===== src/rtl/line_buf_ctrl.sv =====
// Line-buffer sequencing controller for a 3-bank line SRAM: CNN fill/stream/drain
// passes and full-connect write-then-read, with one-cycle handshake pulses to the SRAM side.
module line_buf_ctrl #(
  parameter int unsigned AW = 10
) (
  input  logic          SYS_CLK,
  input  logic          SYS_RST,
  input  logic [3:0]    mode_i,
  input  logic          start_i,
  input  logic [7:0]    pic_size_i,
  input  logic          pix_vld_i,
  output logic          pix_rdy_o,
  input  logic          rd_ready_i,
  output logic [AW+1:0] waddr_o,
  output logic          wdata_vld_o,
  output logic [AW+1:0] raddr_o,
  output logic          raddr_vld_o,
  output logic          data_sop_o,
  output logic          data_eop_o,
  output logic          wsram_2line_o,
  output logic          r2wrsram_o,
  output logic          wrsram_bank_change_o,
  output logic          wr2rsram_o,
  output logic          rsram2idle_o,
  output logic          busy_o,
  output logic          err_o
);

  localparam logic [2:0] StIdle   = 3'd0;
  localparam logic [2:0] StFill   = 3'd1;
  localparam logic [2:0] StStream = 3'd2;
  localparam logic [2:0] StDrain  = 3'd3;
  localparam logic [2:0] StFcWr   = 3'd4;
  localparam logic [2:0] StFcRd   = 3'd5;

  function automatic logic [1:0] inc3(input logic [1:0] b);
    return (b == 2'd2) ? 2'd0 : b + 2'd1;
  endfunction

  logic [2:0] state_q, state_d;
  logic [7:0] n_q, n_d;
  logic [7:0] lw_q, lw_d;
  logic [1:0] wbank_q, wbank_d;
  logic [8:0] wcnt_q, wcnt_d;
  logic [9:0] rcnt_q, rcnt_d;
  logic sop_q, sop_d, eop_q, eop_d, w2l_q, w2l_d, r2w_q, r2w_d;
  logic bchg_q, bchg_d, wr2r_q, wr2r_d, idle_q, idle_d, err_q, err_d;

  logic       pulse_any, wr_state, rd_state, wr_fire, rd_fire, rhalf;
  logic       is_cnn, is_fc, cnn_ok;
  logic [8:0] two_n, wq, wcnt_inc, wnext;
  logic [9:0] four_n, rq, rcnt_inc, rnext, roff;
  logic [1:0] rbank;

  assign two_n    = {n_q, 1'b0};
  assign four_n   = {n_q, 2'b00};
  assign wcnt_inc = wcnt_q + 9'd1;
  assign rcnt_inc = rcnt_q + 10'd1;

  // Writes and reads are both frozen during any sequencing pulse cycle.
  assign pulse_any = sop_q | eop_q | w2l_q | r2w_q | bchg_q | wr2r_q | idle_q;
  assign wr_state  = (state_q == StFill) || (state_q == StStream) || (state_q == StFcWr);
  assign rd_state  = (state_q == StStream) || (state_q == StDrain) || (state_q == StFcRd);
  assign wq        = (state_q == StFcWr) ? {1'b0, n_q} : two_n;
  assign rq        = (state_q == StFcRd) ? {2'b00, n_q} : four_n;

  assign pix_rdy_o   = wr_state && (wcnt_q < wq) && !pulse_any;
  assign wr_fire     = pix_vld_i & pix_rdy_o;
  assign wdata_vld_o = wr_fire;
  assign rd_fire     = rd_ready_i && rd_state && (rcnt_q < rq) && !pulse_any;
  assign raddr_vld_o = rd_fire;

  // Each bank holds two lines, so the in-bank offset is just the count within the half.
  assign rhalf = (rcnt_q >= {1'b0, two_n});
  assign roff  = rhalf ? rcnt_q - {1'b0, two_n} : rcnt_q;

  always_comb begin
    rbank = 2'd0;
    case (state_q)
      StStream: rbank = rhalf ? inc3(inc3(wbank_q)) : inc3(wbank_q);
      StDrain:  rbank = rhalf ? wbank_q : inc3(inc3(wbank_q));
      default:  rbank = 2'd0;
    endcase
  end

  assign waddr_o = {wbank_q, AW'(wcnt_q)};
  assign raddr_o = {rbank, AW'(roff)};

  assign is_cnn = |mode_i[2:0];
  assign is_fc  = mode_i[3] && !is_cnn;
  assign cnn_ok = !pic_size_i[0] && (pic_size_i >= 8'd6) && (pic_size_i <= 8'd254);

  assign wnext = wr_fire ? wcnt_inc : wcnt_q;
  assign rnext = rd_fire ? rcnt_inc : rcnt_q;

  always_comb begin
    state_d = state_q;
    n_d     = n_q;
    lw_d    = lw_q;
    wbank_d = wbank_q;
    wcnt_d  = wcnt_q;
    rcnt_d  = rcnt_q;
    sop_d   = 1'b0;
    eop_d   = 1'b0;
    w2l_d   = 1'b0;
    r2w_d   = 1'b0;
    bchg_d  = 1'b0;
    wr2r_d  = 1'b0;
    idle_d  = 1'b0;
    err_d   = 1'b0;
    case (state_q)
      StIdle: begin
        if (start_i) begin
          wbank_d = 2'd0;
          wcnt_d  = 9'd0;
          rcnt_d  = 10'd0;
          lw_d    = 8'd0;
          if (is_cnn && cnn_ok) begin
            n_d     = pic_size_i;
            sop_d   = 1'b1;
            state_d = StFill;
          end else if (is_fc && (pic_size_i != 8'd0)) begin
            n_d     = pic_size_i;
            sop_d   = 1'b1;
            state_d = StFcWr;
          end else begin
            err_d = 1'b1;
          end
        end
      end
      StFill: begin
        if (wr_fire) begin
          if (wcnt_inc == two_n) begin
            wcnt_d = 9'd0;
            if (wbank_q == 2'd0) begin
              wbank_d = 2'd1;
              w2l_d   = 1'b1;
            end else begin
              wbank_d = 2'd2;
              r2w_d   = 1'b1;
              lw_d    = 8'd4;
              rcnt_d  = 10'd0;
              state_d = StStream;
            end
          end else begin
            wcnt_d = wcnt_inc;
          end
        end
      end
      StStream: begin
        if ((wnext == two_n) && (rnext == four_n)) begin
          lw_d   = lw_q + 8'd2;
          wcnt_d = 9'd0;
          rcnt_d = 10'd0;
          if (lw_q + 8'd2 == n_q) begin
            wr2r_d  = 1'b1;
            state_d = StDrain;
          end else begin
            bchg_d  = 1'b1;
            wbank_d = inc3(wbank_q);
          end
        end else begin
          wcnt_d = wnext;
          rcnt_d = rnext;
        end
      end
      StDrain, StFcRd: begin
        if (rd_fire) begin
          if (rcnt_inc == rq) begin
            idle_d  = 1'b1;
            state_d = StIdle;
            wbank_d = 2'd0;
            wcnt_d  = 9'd0;
            rcnt_d  = 10'd0;
            lw_d    = 8'd0;
          end else begin
            rcnt_d = rcnt_inc;
          end
        end
      end
      StFcWr: begin
        if (wr_fire) begin
          if (wcnt_inc == {1'b0, n_q}) begin
            eop_d   = 1'b1;
            wcnt_d  = 9'd0;
            rcnt_d  = 10'd0;
            state_d = StFcRd;
          end else begin
            wcnt_d = wcnt_inc;
          end
        end
      end
      default: state_d = StIdle;
    endcase
  end

  always_ff @(posedge SYS_CLK) begin
    if (SYS_RST) begin
      state_q <= StIdle;
      n_q     <= 8'd0;
      lw_q    <= 8'd0;
      wbank_q <= 2'd0;
      wcnt_q  <= 9'd0;
      rcnt_q  <= 10'd0;
      sop_q   <= 1'b0;
      eop_q   <= 1'b0;
      w2l_q   <= 1'b0;
      r2w_q   <= 1'b0;
      bchg_q  <= 1'b0;
      wr2r_q  <= 1'b0;
      idle_q  <= 1'b0;
      err_q   <= 1'b0;
    end else begin
      state_q <= state_d;
      n_q     <= n_d;
      lw_q    <= lw_d;
      wbank_q <= wbank_d;
      wcnt_q  <= wcnt_d;
      rcnt_q  <= rcnt_d;
      sop_q   <= sop_d;
      eop_q   <= eop_d;
      w2l_q   <= w2l_d;
      r2w_q   <= r2w_d;
      bchg_q  <= bchg_d;
      wr2r_q  <= wr2r_d;
      idle_q  <= idle_d;
      err_q   <= err_d;
    end
  end

  assign data_sop_o           = sop_q;
  assign data_eop_o           = eop_q;
  assign wsram_2line_o        = w2l_q;
  assign r2wrsram_o           = r2w_q;
  assign wrsram_bank_change_o = bchg_q;
  assign wr2rsram_o           = wr2r_q;
  assign rsram2idle_o         = idle_q;
  assign busy_o               = (state_q != StIdle);
  assign err_o                = err_q;

endmodule


===== config.mk =====
export PLATFORM = sky130hd
export DESIGN_NAME = line_buf_ctrl
export DESIGN_NICKNAME = d
export VERILOG_FILES = /design/src/rtl/line_buf_ctrl.sv
export SDC_FILE = /design/constraint.sdc
export NUM_CORES = 1
export LEC_CHECK = 0
export CELL_PAD_IN_SITES_DETAIL_PLACEMENT = 0
export CELL_PAD_IN_SITES_GLOBAL_PLACEMENT = 1
export CORE_MARGIN = 10
export CORE_UTILIZATION = 39
export CTS_CLUSTER_SIZE = 28
export DETAILED_ROUTE_END_ITERATION = 7
export MAX_ROUTING_LAYER = met4
export PLACE_DENSITY_LB_ADDON = 0.1
export SLEW_MARGIN = 10
export SYNTH_ARGS = -nofsm -noshare
export SYNTH_HDL_FRONTEND = slang
export SYNTH_SLANG_ARGS = --single-unit

===== constraint.sdc =====
create_clock -name SYS_CLK -period 3.7 [get_ports SYS_CLK]
set_input_delay 0.555 -clock SYS_CLK [delete_from_list [all_inputs] [get_ports SYS_CLK]]
set_output_delay 0.555 -clock SYS_CLK [all_outputs]
set_load 0.02 [all_outputs]

; ---- Word level (Yosys, flattened, before mapping)
; Index checks and enable logic that the tools add are counted.
[op_classes]
add_sub_neg = 6
reduce_logical = 39
n_eq_ne = 25
mux = 70
n_bitwise = 17
n_lt_le_gt_ge = 5
[ops]
columns = op, n
row1 = $mux W10, 12
row2 = $mux W9, 10
row3 = $mux W8, 9
row4 = $pmux W10 S5, 1
row5 = $pmux W9 S5, 1
row6 = $mux W3, 12
row7 = $pmux W8 S4, 1
row8 = $mux W2, 12
row9 = $reduce_and A8 Y1, 3
row10 = $eq A10 B10 Y1, 2
row11 = $eq A9 B9 Y1, 2
row12 = $pmux W3 S5, 1
row13 = $reduce_or A3 Y1, 5
row14 = $ne A2 B2 Y1 const B, 7
row15 = $logic_and A1 B1 Y1, 11
row16 = $reduce_and A11 Y1, 1
row17 = $add A10 B1 Y10 const B, 1
row18 = $ge A10 B9 Y1, 1
row19 = $lt A10 B10 Y1, 1
row20 = $not A1 Y1, 10
row21 = $sub A10 B9 Y10, 1
row22 = $add A9 B1 Y9 const B, 1
row23 = $eq A9 B8 Y1, 1
row24 = $lt A9 B9 Y1, 1
row25 = 29 further kinds, 55
[word_totals]
elab_cells = 176
register_bits = 48
in_bits = 17

; ---- Longest topological paths before layout
[logic_depth]
word_depth = 14
depth_mapped = 20
mapped_depth_nobuf = 16

; ---- Worst setup path after synthesis
; OpenSTA, ideal clock, no wires.
[synth_timing]
path_type = register -> register
from = reg state_q[2]
to = reg rcnt_q[7]
required_ns = 3.578
t_arrival_ns = 3.977
setup_time_ns = 0.122
setup_slack_ns = -0.399
path_stages_with_launch = 21
path_cell_list = dfxtp_1 buf_2 nor2b_1 nand2b_1 clkbuf_1 clkbuf_1 nor2_1 a21oi_1 ha_1 a21oi_1 o2111ai_1 a2111o_1 nand2b_4 clkinv_2 mux2i_1 a211o_1 and2b_1 o211ai_2 nor2b_4 buf_6 a221o_1
[synth_via]
elab_chain_len = 11
elab_cells_between_ends = 40
cone_classes = order compare (2) / eq/ne (15) / mux (8) / bitwise (1) / reduce/logical (14)
[synth_rtl]
columns = element, line_no
row1 = start: declaration, 40  ; logic [2:0] state_q, state_d;
row2 = start signal: assignment, 199  ; state_q <= StIdle;
row3 = start signal: assignment, 214  ; state_q <= state_d;
row4 = $eq A3 B3 Y1 (tied with other cells), "62, 64"
row5 = $mux W9 / $logic_or A1 B1 Y1 (equally long branches), "64, 62"
row6 = $lt A9 B9 Y1 / $logic_or A1 B1 Y1 (equally long branches), "67, 62"
row7 = $logic_and A1 B1 Y1 * (2 in series), 67  ; assign pix_rdy_o = wr_state && (wcnt_q < wq) && !pulse_any;
row8 = $and A1 B1 Y1 *, 68  ; assign wr_fire = pix_vld_i & pix_rdy_o;
row9 = named net wdata_vld_o, 15  ; output logic wdata_vld_o,
row10 = $mux W9, 93  ; assign wnext = wr_fire ? wcnt_inc : wcnt_q;
row11 = $eq A9 B9 Y1, 151  ; if ((wnext == two_n) && (rnext == four_n)) begin
row12 = $logic_and A1 B1 Y1, 151
row13 = $mux W10, 151
row14 = $pmux W10 S5, 111  ; case (state_q)
row15 = end signal: assignment, 219  ; rcnt_q <= rcnt_d;
row16 = end: declaration, 45  ; logic [9:0] rcnt_q, rcnt_d;
; The timed path passes the listed nets; every way through them passes the cells marked *. The select of a mux whose other input is x is not followed.
; A chain may end at the register's enable or synchronous reset.

; ---- Final worst setup path
[layout_timing]
from = reg state_q[2]
to = reg rcnt_q[7]
[layout_via]
elab_chain_len = 11
elab_cells_between_ends = 40
cone_classes = order compare (2) / eq/ne (15) / mux (8) / bitwise (1) / reduce/logical (14)
[layout_rtl]
columns = element, line_no
row1 = $eq A3 B3 Y1 (tied with other cells), "62, 64, 111"
row2 = $mux W9 (tied with other cells), 64  ; assign wq = (state_q == StFcWr) ? {1'b0, n_q} : two_n;
row3 = $lt A9 B9 Y1 (tied with other cells), 67
row4 = $logic_and A1 B1 Y1 (on tied branches) (2 in series), "67, 70"
row5 = $and A1 B1 Y1 / $logic_and A1 B1 Y1 (equally long branches), "68, 70"
row6 = $mux W9 / $mux W10 (equally long branches), "93, 94"
row7 = $eq A9 B9 Y1 / $eq A10 B10 Y1 (equally long branches), 151
row8 = $logic_and A1 B1 Y1, 151
row9 = $mux W10, 151
row10 = $pmux W10 S5, 111
; Parallel ways exist; a longest one is shown, timed or not. The select of a mux whose other input is x is not followed.

==> results.cfg <==
[place]
place_inst = 978
place.gp.congestion = 0.953
place_area_um2 = 6540
hpwl_um = 16100
io_buffers = 51

[grt]
grt_max_degree = 29
antenna_found_initial = 0
grt_usage_pct = 23.0
grt_overflow_total = 0
grt_pass1_vias = 5798
grt_first_pass_wirelength_um = 32600

[clocking]
hold_buffers = 0
clk_pin_slew_worst_paths_ps = 80
htreeDepth = 2
clock_path_buffers = 2
clock_latency_ps = 300
cts_tree = built
root_buffer = clkbuf_16
cts.sinks = 47
numCtsBuffers = 5

[sta]
setup_slack_ps = -86.8
slew_headroom_pct = 56.4
fin_crit_sh_pct = 102
hold_viol_final = 0
rsz0062_at_grt = yes
fmax_mhz = 264
clock_skew_ps = 8.28
drv_slew = 0
tightest_slew_ps = 646
setup_viol = 9
hold_slack_ps = 507
finalCriticalPeriod_ps = 3790

[synth]
yosys.area.top_type_share_pct = 18.0
yosys_register_bits = 47
yosysSeqAreaShare_pct = 18.0
synth_area_leaders = dfxtp_1 18%, xnor2_1 7.1%, ha_1 7.0%, nor2_1 5.5%, a21oi_1 4.3%
synth.distinct_cells = 91
syn_nets = 746
yosysWarnings = 0
synth_area_um2 = 5220
async_flop_share_pct = 0
synth_edf_count = 0
synth_ff_type = dfxtp_1
avgSynthCellArea_um2 = 7.46
synth_top_cell_by_area = dfxtp_1
synth_cells = 699

[floorplan]
num_rows = 42
die_w_um = 136
boundaryPins = 53
initial_core_util_pct = 39.5
die_area_um2 = 18400
coreArea_um2 = 13200
die_y_um = 136

[worst_setup_path]
worstReg2RegEnd = rcnt_q[7]
endpoint = rcnt_q[7]
setup.worst_path.class = reg2reg
r2r_slack_ps = -90
cp.required_ps = 3870
r2r_cells = 17
path_depth = 17
end_kind = flop
path_cells = nor2b_4 > nand2b_4 > buf_6 > nor2_2 > a21oi_2 > ha_1 > nand4_1 > o22ai_2 > a2111o_1 > buf_6 > nand2b_4 > o31ai_4 > nand4b_4 > o21ai_4 > o211ai_2 > nor2b_4 > a221o_1
r2r-start = state_q[2]
crit_family = compound AO/OA/AOI/OAI gates
cp_slowest_cell = a2111o_1
critPathMaxFanout = 8
worstPathArrival_ps = 3960
crit_path_max_incr_delay_ps = 450
startpoint = state_q[2]
start_kind = flop
path_buf_inv = 2

[power]
switchingPower_mw = 1.59
internal-power_mw = 1.96
switching_share_pct = 44.9
seqPwrFrac_pct = 16.1
leakagePower_nw = 2.93
powerDensity_nw_per_um2 = 500
p_comb_share_pct = 68.2
power_frac_clock_pct = 15.7
vdd_ir_drop_max_mv = 0.267

[detailed_routing]
drc = 0
dr.pass1.iters = 5
drt_iter0_drc = 378
routed_wl_um = 20900
post_drt_wl_per_cell_um = 20.8
ant_nets = 0
via_count = 5907
routed_via_density = 5.87

[run_status]
status = finished with violations
violations = negative setup slack

[cells_and_area]
syn2layout_area_growth_pct = 36.2
fin_util_pct = 53.9
final_common_cell = buf_4
layout.nets = 876
finalInstanceArea_um2 = 7100
layout_common_cells = 113 x buf_4, 68 x nor2_1, 47 x nand2_1, 45 x dfxtp_1, 42 x xnor2_1
instances_no_fill = 1006
n_antenna_cell = 0
drive_above_1_share_pct = 24.1

[job]
maxCapViolations = 0

[worst_hold_path]
hp-start = lw_q[7]
min_path_type = reg2reg
## worst min-delay path by stage
stage / to / depth (start not counted)
final: lw_q[7] / 1
after global routing: lw_q[7] / 1
after CTS: lw_q[7] / 1
after detailed placement: lw_q[7] / 1
after global placement: lw_q[7] / 1
after floorplan: lw_q[7] / 1
## cell families (layout without fill, tap and decap cells)
logic type	after synthesis	count (layout)	synth area share, %
AND/OR/NAND/NOR	288	288	29.7
AO/OA/AOI/OAI	181	181	24.5
buffers and inverters	75	206	6.33
XOR/XNOR	57	57	10.1
flip-flops	47	47	18.0
adder cells (fa/ha/maj)	30	30	7.34
multiplexers	20	20	3.91
other	1	1	0.0719
## area by class of cell
| class | instances | area, µm² |
|---|---|---|
| Inverter | 25 | 98.8 |
| Tap cell | 176 | 220 |
| Multi-Input combinational cell | 577 | 4210 |
| Sequential cell | 47 | 946 |
| Timing Repair Buffer | 173 | 1470 |
| Clock inverter | 3 | 43.8 |
| Clock buffer | 5 | 125 |
| Fill cell | 1289 | 6090 |
## metrics by stage
stage | power [mW] | worst slack [ps] | setup TNS (ps)
floorplan | 1.86 | 4.44 | 0
global placement | 2.74 | -95.6 | -537
CTS | 3.40 | -35.3 | -154
finish | 3.55 | -86.8 | -216
detailed placement | 2.73 | -179 | -1500
global route | 3.76 | -207 | -3880
## flip-flops by register name, indices dropped and copies added, names as in the netlist
| name | flops |
|---|---|
| lw_q | 7 |
| data_eop_o | 1 |
| err_o | 1 |
| rsram2idle_o | 1 |
| r2wrsram_o | 1 |
| wcnt_q | 9 |
| wbank_q | 2 |
| state_q | 3 |
| data_sop_o | 1 |
| wr2rsram_o | 1 |
| n_q | 8 |
| wrsram_bank_change_o | 1 |
| rcnt_q | 10 |
| wsram_2line_o | 1 |
## per-layer routing
layer,share of wire (%),GRT usage (%)
met3,4.0,2.23
met5,0,-
met2,50,40.3
met1,42,26.2
met4,3.7,9.27
## timing repair
action	4_1_cts	5_1_grt
setup endpoints to repair	37	39
pin swaps	18	21
resized for setup	41	56
endpoints found under the hold margin	0	0
setup buffers	19	5
## cells in the mapped netlist, drive strengths merged, types with 16 or more instances
| cell type | count |
|---|---|
| nor2b | 16 |
| o21ai | 34 |
| clkbuf | 25 |
| nand2 | 49 |
| nand3 | 26 |
| inv | 24 |
| ha | 29 |
| dfxtp | 47 |
| mux2i | 17 |
| xnor2 | 42 |
| buf | 25 |
| nor3 | 23 |
| nor2 | 76 |
| a21oi | 46 |
## power by group through the flow
stage | Combinational (mW) | Clock [mW] | Sequential (mW)
after floorplan | 1.27 | 0 | 0.586
after global placement | 2.16 | 0 | 0.579
after detailed placement | 2.15 | 0 | 0.579
after CTS | 2.27 | 0.562 | 0.568
after global routing | 2.60 | 0.581 | 0.573
final | 2.42 | 0.559 | 0.570
Note: power is estimated with default switching activity, not from simulation.
